## config.mk

```make
export PLATFORM = sky130hd
export DESIGN_NAME = cacheline_adaptor
export DESIGN_NICKNAME = d
export VERILOG_FILES = /design/src/rtl/cacheline_adaptor.sv
export SDC_FILE = /design/constraint.sdc
export NUM_CORES = 1
export LEC_CHECK = 0
export ABC_AREA = 1
export ABC_CLOCK_PERIOD_IN_PS = 2700
export CAP_MARGIN = 20
export CORE_AREA = 4 4 278 280
export CTS_BUF_LIST = sky130_fd_sc_hd__clkbuf_2 sky130_fd_sc_hd__clkbuf_4 sky130_fd_sc_hd__clkbuf_8
export DETAILED_ROUTE_END_ITERATION = 12
export DIE_AREA = 0 0 282 284
export GPL_TIMING_DRIVEN = 0
export SYNTH_ARGS = -nofsm -noshare
export SYNTH_HDL_FRONTEND = slang
export SYNTH_SLANG_ARGS = --single-unit
```

## constraint.sdc

```tcl
create_clock -name clk -period 2.7 [get_ports clk]
set_clock_uncertainty 0.15 [all_clocks]
set_input_delay 0.81 -clock clk [delete_from_list [all_inputs] [get_ports clk]]
set_output_delay 0.81 -clock clk [all_outputs]
set_load 0.01 [all_outputs]
```

## src/rtl/cacheline_adaptor.sv

```systemverilog
// Bridges a line-wide cache pmem port to a narrow burst memory port by
// splitting each line transfer into LINE_W/BURST_W beats.
module cacheline_adaptor #(
    parameter int LINE_W  = 256,
    parameter int BURST_W = 64,
    parameter int ADDR_W  = 32
) (
    input  logic                clk,
    input  logic                reset_n,
    input  logic [LINE_W-1:0]   line_i,
    output logic [LINE_W-1:0]   line_o,
    input  logic [ADDR_W-1:0]   address_i,
    input  logic                read_i,
    input  logic                write_i,
    output logic                resp_o,
    input  logic [BURST_W-1:0]  burst_i,
    output logic [BURST_W-1:0]  burst_o,
    output logic [ADDR_W-1:0]   address_o,
    output logic                read_o,
    output logic                write_o,
    input  logic                resp_i
);

    localparam int BEATS = LINE_W / BURST_W;
    localparam int CNT_W = (BEATS > 1) ? $clog2(BEATS) : 1;
    localparam int OFF_W = $clog2(LINE_W / 8);
    localparam logic [CNT_W-1:0]  LAST_BEAT  = CNT_W'(BEATS - 1);
    localparam logic [ADDR_W-1:0] ALIGN_MASK = {ADDR_W{1'b1}} << OFF_W;

    typedef enum logic [1:0] {IDLE, READ, WRITE, DONE} state_t;

    state_t             state;
    logic [CNT_W-1:0]   cnt;
    logic [LINE_W-1:0]  line_buf;

    always_ff @(posedge clk or negedge reset_n) begin
        if (!reset_n) begin
            state     <= IDLE;
            cnt       <= '0;
            line_buf  <= '0;
            line_o    <= '0;
            address_o <= '0;
            read_o    <= 1'b0;
            write_o   <= 1'b0;
            resp_o    <= 1'b0;
        end else begin
            resp_o <= 1'b0;
            case (state)
                IDLE: begin
                    if (read_i) begin
                        address_o <= address_i & ALIGN_MASK;
                        cnt       <= '0;
                        read_o    <= 1'b1;
                        state     <= READ;
                    end else if (write_i) begin
                        address_o <= address_i & ALIGN_MASK;
                        line_buf  <= line_i;
                        cnt       <= '0;
                        write_o   <= 1'b1;
                        state     <= WRITE;
                    end
                end
                // Stalled cycles (resp_i low) leave data and counter untouched.
                READ: begin
                    if (resp_i) begin
                        line_o[int'(cnt)*BURST_W +: BURST_W] <= burst_i;
                        if (cnt == LAST_BEAT) begin
                            cnt    <= '0;
                            read_o <= 1'b0;
                            resp_o <= 1'b1;
                            state  <= DONE;
                        end else begin
                            cnt <= cnt + 1'b1;
                        end
                    end
                end
                WRITE: begin
                    if (resp_i) begin
                        if (cnt == LAST_BEAT) begin
                            cnt     <= '0;
                            write_o <= 1'b0;
                            resp_o  <= 1'b1;
                            state   <= DONE;
                        end else begin
                            cnt <= cnt + 1'b1;
                        end
                    end
                end
                DONE: begin
                    state <= IDLE;
                end
                default: begin
                    state <= IDLE;
                end
            endcase
        end
    end

    // Write data follows the counter directly so each beat is ready the cycle it is strobed.
    always_comb begin
        burst_o = '0;
        if (state == WRITE) begin
            burst_o = line_buf[int'(cnt)*BURST_W +: BURST_W];
        end
    end

endmodule

```

Word level (Yosys, flattened, before mapping). Cells that the tools add are included.

Register bits after elaboration: 551. Output and inout bits: 355. Word-level logic and storage cells: 65.

Add/subtract/negate cells: 2. Equality and inequality tests: 14. Shift operators: 3. Mux-type cells: 24. Bitwise operators: 1. Reductions and logical operators: 13.

Operator list (number): bitwise mux 256 bit (1); variable shift 64 x 33 -> 256 bit (first input constant) (1); variable part select 256 x 9 -> 64 bit (1); variable part select 64 x 33 -> 256 bit (1); two-way mux 32 bit (2); two-way mux 64 bit (1); negator 8 -> 33 bit (1); two-way mux 2 bit (8); inequality test 2 bit (second input constant) (7); AND reduction 3 bit (3); two-way mux 1 bit (8); nonzero test 2 bit (4); equality test 2 bit (second input constant) (3); case mux 2 bit (3 select lines) (1); AND reduction 5 bit (1); inequality test 2 x 1 -> 1 bit (second input constant) (2); case mux 1 bit (2 select lines) (2); case mux 2 bit (2 select lines) (1); AND reduction 2 bit (2); AND reduction 4 bit (1); inequality test 3 bit (second input constant) (1); adder 2 x 1 -> 2 bit (second input constant) (1); equality test 2 x 1 -> 1 bit (second input constant) (1); zero test 2 bit (1); 2 further kinds (2).

Depth between registers and ports, before layout. Gate-level depths: netlist (run 1).

Word-level depth: 4. Mapped depth: 11.

Worst setup path after synthesis (run 1). No wires, ideal clock.

Kind: reg2out. Start: register state[0]. End: output port burst_o[13]. Arrival time: 1.365 ns. Data required time: 1.740 ns. Slack: 0.375 ns. Cell stages (with the launch flop): 7. Cells stage by stage: dfrtp_1 > inv_1 > ha_1 > inv_1 > clkbuf_1 > clkbuf_1 > a21oi_1.

Longest elaborated chain between the ends: 2.

RTL lines: start, declared (RTL line 32) `state_t state;`; start signal, assigned (RTL line 38) `state <= IDLE;`; start signal, assigned (RTL line 54) `state <= READ;`; start signal, assigned (RTL line 60) `state <= WRITE;`; equality test 2 bit (RTL line 102) `if (state == WRITE) begin`; two-way mux 64 bit (RTL line 102); end, declared (RTL line 17) `output logic [BURST_W-1:0] burst_o,`.

No other way between the ends.

Final worst setup path (run 1).
Start: register cnt[0]. End: output port burst_o[28].

Longest elaborated chain between the ends: 2.

RTL lines: start, declared (RTL line 33) `logic [CNT_W-1:0] cnt;`; start signal, assigned (RTL line 73) `cnt <= cnt + 1'b1;`; start signal, assigned (RTL line 85) `cnt <= cnt + 1'b1;`; variable part select 256 x 9 -> 64 bit (RTL line 103) `burst_o = line_buf[int'(cnt)*BURST_W +: BURST_W];`; two-way mux 64 bit (RTL line 102).

No other way between the ends.

==> impl_metrics.json, run 1 <==
{
  "cpPeakStageDelay_ns": 0.37,
  "clkSlewWorstSetupHoldPaths_ns": 0.06,
  "p_leak_nw": 18.2,
  "slew_headroom": 0.568,
  "crit_chain": "buf_6 -> inv_8 -> buf_16 -> buf_8 -> nand2_2 -> nand3_2 -> a21oi_4 -> buf_6",
  "whs_ns": 0.321,
  "via_count": 23146,
  "area_delta_synth_final_pct": 48.6,
  "clock_latency_ns": 0.70,
  "grt_max_degree": 120,
  "status": "complete, but fails checks",
  "clock_sinks": 546,
  "finalMaxSlewViolations": 0,
  "die_w_um": 282,
  "tightest_slew_ns": 0.647,
  "gp_congestion": 0.873,
  "place_hpwl_um": 75700,
  "avgSynthCellArea_um2": 8.15,
  "seq_area_frac_synth": 0.567,
  "critPathRequiredTime_ns": 1.74,
  "root_buffer": "clkbuf_8",
  "dp_cells": 4635,
  "hold_class": "flop to flop",
  "first_iter_violations": 1283,
  "viasPerCell": 4.78,
  "worst_setup_path_end_kind": "output pin",
  "power_density_mw_per_mm2": 951,
  "fin_ws_ns": -0.449,
  "synth-edff-count": 0,
  "ant_nets": 0,
  "multi_input_area_mm2": 0.00876,
  "drive_gt1_frac": 0.146,
  "core_mm2": 0.0744,
  "clock_path_buffers": 3,
  "max-vdd-ir-drop_v": 0.000412,
  "async_flop_share": 1.00,
  "post-route-util": 0.481,
  "critPathLaunchType": "flop",
  "drcViolationCount": 0,
  "synth_area_leaders": "dfrtp_1 (57%), nand2_1 (11%), a21oi_1 (6.7%)",
  "finish.instance_area_mm2": 0.0358,
  "period_minus_slack_ns": 3.15,
  "register_area_mm2": 0.0137,
  "wirelength_um": 100000,
  "slowest_stage": "dfrtp_1",
  "antenna_found_initial": 30,
  "cap_violations": 0,
  "dpl_cell_area_mm2": 0.0325,
  "timing_worst_setup_path_type": "flop to output pin",
  "cts_buffers": 96,
  "die_h_um": 284,
  "violations": "setup timing",
  "p_total_mw": 34.0,
  "ios": 712,
  "firstDrtPassIters": 5,
  "fp-row-count": 100,
  "hold_violations": 0,
  "min_period_over_period": 1.17,
  "pre_cts_ws_ns": -1.18,
  "grt_pass1_wl_um": 147000,
  "synth_top_area_frac": 0.567,
  "wl_per_cell_um": 20.7,
  "synth_warnings": 0,
  "max_clock_freq_mhz": 318,
  "grt_pass1_vias": 23665,
  "rsz0062_at_grt": "yes",
  "critPathMaxFanout": 6,
  "ys_types": 22,
  "ys.flop_type": "dfrtp_1",
  "track_usage": 0.241,
  "start_util": 0.324,
  "tns_ns": -23.89,
  "dieArea_mm2": 0.0801,
  "grt-ovfl-total": 0,
  "cpMostUsedCell": "buf_6",
  "worst_ep_arrival_time_ns": 2.19,
  "ys_seq_elements": 546,
  "finalNonFillerCells": 4841,
  "synth_area_mm2": 0.0241,
  "final.fill_count": 7427,
  "finalNetCount": 4158,
  "io_buffers": 701,
  "synthCells": 2956,
  "cts_max_level": 3,
  "yosys.area.top_type": "dfrtp_1",
  "cts_tree": "yes",
  "setup_viol": 74
}
synthesized netlist by cell type, types with 2 or more instances:
master	number
nor2_1	327
buf_1	14
o21ai_1	18
buf_4	12
inv_2	5
buf_6	7
o21ai_0	176
nand2_2	2
ha_1	11
dfrtp_1	546
nand3_1	288
nand2_1	722
buf_2	112
nor2_2	2
clkbuf_1	56
a21oi_1	322
inv_1	329
nand3_2	3
cell type report:
type	instances	share of cell area
Sequential cell	546	0.382
Multi-Input combinational cell	1880	0.245
Timing Repair Buffer	731	0.206
Clock buffer	156	0.0535
Buffer	201	0.0402
Inverter	334	0.0353
Tap cell	969	0.0339
Clock inverter	13	0.00391
Antenna cell	11	0.000769
what timing repair did:
item / in CTS / in global routing
cloned: 6 / 1
hold buffers: 1 / 0
setup buffers: 9 / 9
endpoints found under the hold margin: 58 / 0
endpoints found under the setup margin: 338 / 342
pin swaps: 34 / 31
resized for setup: 503 / 138
layer usage:
metal / share of wire / GRT usage
met1: 0.38 / 0.273
met2: 0.50 / 0.419
met3: 0.086 / 0.0828
met4: 0.038 / 0.0906
met5: 0.0022 / 0
critical path, delay by kind of cell (launching register included):
kind            cells  cell delay [ns]
buf+inv             5             0.70
compound gates      1             0.26
flops               1             0.37
simple gates        2             0.14
power by group:
group          internal [mW]  switching (mW)  leakage, nW  total [mW]
sequential              10.6           0.827         6.72        11.4
clock                   4.67            3.57         1.11        8.24
combinational           5.72            8.64         10.4        14.4
placed cells by master, fill, tap and decap left out, drive strengths merged:
| master | synthesis | routed |
|---|---|---|
| dfrtp | 546 | 546 |
| bufinv | 0 | 2 |
| dlymetal6s2s | 0 | 38 |
| nor2 | 329 | 329 |
| nand2 | 724 | 724 |
| nand3b | 1 | 1 |
| clkinv | 0 | 7 |
| a21oi | 322 | 322 |
| buf | 145 | 242 |
| clkdlybuf4s50 | 0 | 598 |
| conb | 1 | 5 |
| diode | 0 | 11 |
| inv | 334 | 338 |
| ha | 11 | 11 |
| dlygate4sd3 | 0 | 1 |
| nor3 | 2 | 2 |
| clkbuf | 56 | 209 |
| o21ai | 194 | 194 |
| nand3 | 291 | 292 |
state kept, by name, indices dropped and copies added (netlist names):
name	flops
line_buf	256
cnt	2
address_o	27
write_o	1
line_o	256
resp_o	1
state	2
read_o	1
path summary, 6_finish.rpt:
| kind | from | end | slack [ns] | cells after the start |
|---|---|---|---|---|
| worst min register to register | write_o | write_o | 0.32 | 2 |
| worst min-delay path | write_o | write_o | 0.32 | 2 |
| worst max register to register | cnt[0] | line_o[86] | -0.07 | 12 |
| worst max-delay path | cnt[0] | burst_o[28] | -0.45 | 8 |
| max in group asynchronous | reset_n | line_buf[127] | 0.31 | 4 |
| min in group asynchronous | reset_n | line_o[16] | 0.52 | 2 |
kinds of logic (layout without fill, tap and decap cells):
logic type	Yosys count	count (layout)	share of synthesized area
DFF	546	546	0.567
and+or+nand+nor	1347	1348	0.227
other	1	16	0.000156
buffers and inverters	535	1435	0.0932
adders and majority gates	11	11	0.00571
AOI/OAI and AO/OA	516	516	0.107
Power figures use the tool's default switching activity.
==> inputs of run 2 (changes only) <==
--- a/config.mk
+++ b/config.mk
@@ -13,6 +13,7 @@
 export DETAILED_ROUTE_END_ITERATION = 12
 export DIE_AREA = 0 0 282 284
 export GPL_TIMING_DRIVEN = 0
+export PLACE_DENSITY = 0.56
 export SYNTH_ARGS = -nofsm -noshare
 export SYNTH_HDL_FRONTEND = slang
 export SYNTH_SLANG_ARGS = --single-unit
==> impl_metrics.json, run 2 (same netlist as run 1, synthesis figures left out) <==
{
  "status": "complete, but fails checks",
  "violations": "setup timing",
  "final.fill_count": 7320,
  "pwr-share-clk": 0.241,
  "core_mm2": 0.0744,
  "grt_pass1_wl_um": 148000,
  "clock_latency_ns": 0.67,
  "track_usage": 0.245,
  "seqPwrFrac": 0.335,
  "fp-row-count": 100,
  "grt_max_degree": 118,
  "layout_common_cells": "nand2_1 (687), clkdlybuf4s50_1 (621), dfrtp_1 (539)",
  "worst_ep_arrival_time_ns": 2.16,
  "root_buffer": "clkbuf_8",
  "max_clock_freq_mhz": 320,
  "die_w_um": 282,
  "area_delta_synth_final_pct": 48.6,
  "ant_nets": 0,
  "rsz0062_at_grt": "yes",
  "ios": 712,
  "cts_tree": "yes",
  "slew_headroom": 0.391,
  "wirelength_um": 102000,
  "firstDrtPassIters": 5,
  "drcViolationCount": 0,
  "grt-ovfl-total": 0,
  "finalMaxSlewViolations": 0,
  "io_buffers": 701,
  "period_minus_slack_ns": 3.12,
  "place_hpwl_um": 76900,
  "clock_sinks": 546,
  "timing_worst_setup_path_type": "flop to output pin",
  "dpl_cell_area_mm2": 0.0325,
  "hold_buffers": 0,
  "max-vdd-ir-drop_v": 0.000421,
  "worst_setup_path_end_kind": "output pin",
  "final_common_cell": "nand2_1",
  "cap_violations": 0,
  "hold_violations": 0,
  "start_util": 0.324,
  "finish.instance_area_mm2": 0.0358,
  "clock_path_buffers": 3,
  "antenna_found_initial": 37,
  "die_h_um": 284,
  "r2r_slack_ns": 0.13,
  "wl_per_cell_um": 21.2,
  "critPathMaxFanout": 10,
  "p_sw_frac": 0.385,
  "critPathLaunchType": "flop",
  "dieArea_mm2": 0.0801,
  "p_int_mw": 21.1,
  "min_period_over_period": 1.16,
  "via_count": 23194,
  "setup_viol": 64,
  "viasPerCell": 4.80,
  "top_regs": "line_buf: 256 flops, line_o: 256 flops, address_o: 27 flops",
  "cts_max_level": 3,
  "power_density_mw_per_mm2": 958,
  "switchingPower_mw": 13.2,
  "tightest_slew_ns": 0.913,
  "first_iter_violations": 1566,
  "cts_buffers": 99,
  "grt_pass1_vias": 23392,
  "critPathRequiredTime_ns": 1.74,
  "comb_power_share": 0.425,
  "hold_class": "input pin to asynchronous set/reset pin",
  "drive_gt1_frac": 0.153,
  "p_leak_nw": 17.6,
  "gp_congestion": 0.899,
  "whs_ns": 0.0497,
  "clkSlewWorstSetupHoldPaths_ns": 0.06,
  "fin_ws_ns": -0.421,
  "finalNonFillerCells": 4837,
  "finalNetCount": 4153,
  "dp_cells": 4634
}
run 2: cell types whose count changed in the layout (fill, tap and decap cells not counted), sizes merged:
cell	before	now
buf	242	225
clkbuf	209	216
clkdlybuf4s50	598	621
clkinv	7	5
diode	11	20
dlygate4sd2	0	12
dlygate4sd3	1	0
dlymetal6s2s	38	3
run 2: metal layers:
| metal | routed length (µm) | up-vias | track usage | share of wire |
|---|---|---|---|---|
| li1 | - | 10976 | - | - |
| met1 | 39500 | 11144 | 0.288 | 0.39 |
| met2 | 50000 | 824 | 0.417 | 0.49 |
| met3 | 8650 | 216 | 0.0759 | 0.085 |
| met4 | 3950 | 34 | 0.0950 | 0.039 |
| met5 | 230 | - | 0 | 0.0022 |
run 2: path summary, 6_finish.rpt:
kind | startpoint | to | cells after the start
setup / recovery | cnt[0] | burst_o[61] | 7
max in group asynchronous | reset_n | line_buf[152] | 3
hold reg to reg | line_o[39] | line_o[39] | 2
min in group clk | line_o[39] | line_o[39] | 2
setup reg to reg | cnt[0] | line_o[232] | 11
hold / removal | reset_n | line_o[208] | 1
run 2: final cells by class:
type / instances / area, µm² / share of cell area
Antenna cell: 20 / 50.0 / 0.00140
Buffer: 200 / 1450 / 0.0405
Clock buffer: 153 / 1920 / 0.0536
Clock inverter: 11 / 123 / 0.00342
Inverter: 334 / 1260 / 0.0352
Multi-Input combinational cell: 1880 / 8910 / 0.249
Sequential cell: 546 / 13700 / 0.382
Tap cell: 969 / 1210 / 0.0339
Timing Repair Buffer: 724 / 7210 / 0.201
run 2: worst max-delay path, cell delays in order (launching register included):
cell and delay (ns):
dfrtp_1 0.40, buf_12 0.17, buf_12 0.16, buf_8 0.15
nand2_1 0.08, nand3_2 0.10, a21oi_4 0.27, buf_6 0.15
run 2: stage by stage:
| step | total power, mW | setup slack, ns | util | TNS, ns |
|---|---|---|---|---|
| 3_3_place_gp | 24.5 | -25.40 | 0.434 | - |
| 3_5_place_dp | 24.5 | -1.27 | 0.436 | -201.84 |
| 5_1_grt | 36.5 | -0.497 | 0.481 | -28.18 |
| 4_1_cts | 33.6 | -0.511 | 0.470 | -25.66 |
| 2_1_floorplan | 18.4 | 0.375 | - | 0 |
| 6_report | 34.3 | -0.421 | 0.481 | -21.97 |
run 2: power groups by stage:
stage                     logic [mW]  registers [mW]  clock network (mW)
after global routing            16.0            11.7                8.82
after CTS                       13.7            11.5                8.45
after detailed placement        12.9            11.6                   0
after floorplan                 6.70            11.7                   0
after global placement          12.8            11.7                   0
final                           14.6            11.5                8.26
run 2: what timing repair did:
action / 4_1_cts / 5_1_grt
endpoints found under the setup margin: 338 / 217
pin swaps: 26 / 36
setup buffers: 6 / 4
gates cloned: 3 / 7
gates resized for setup: 469 / 181
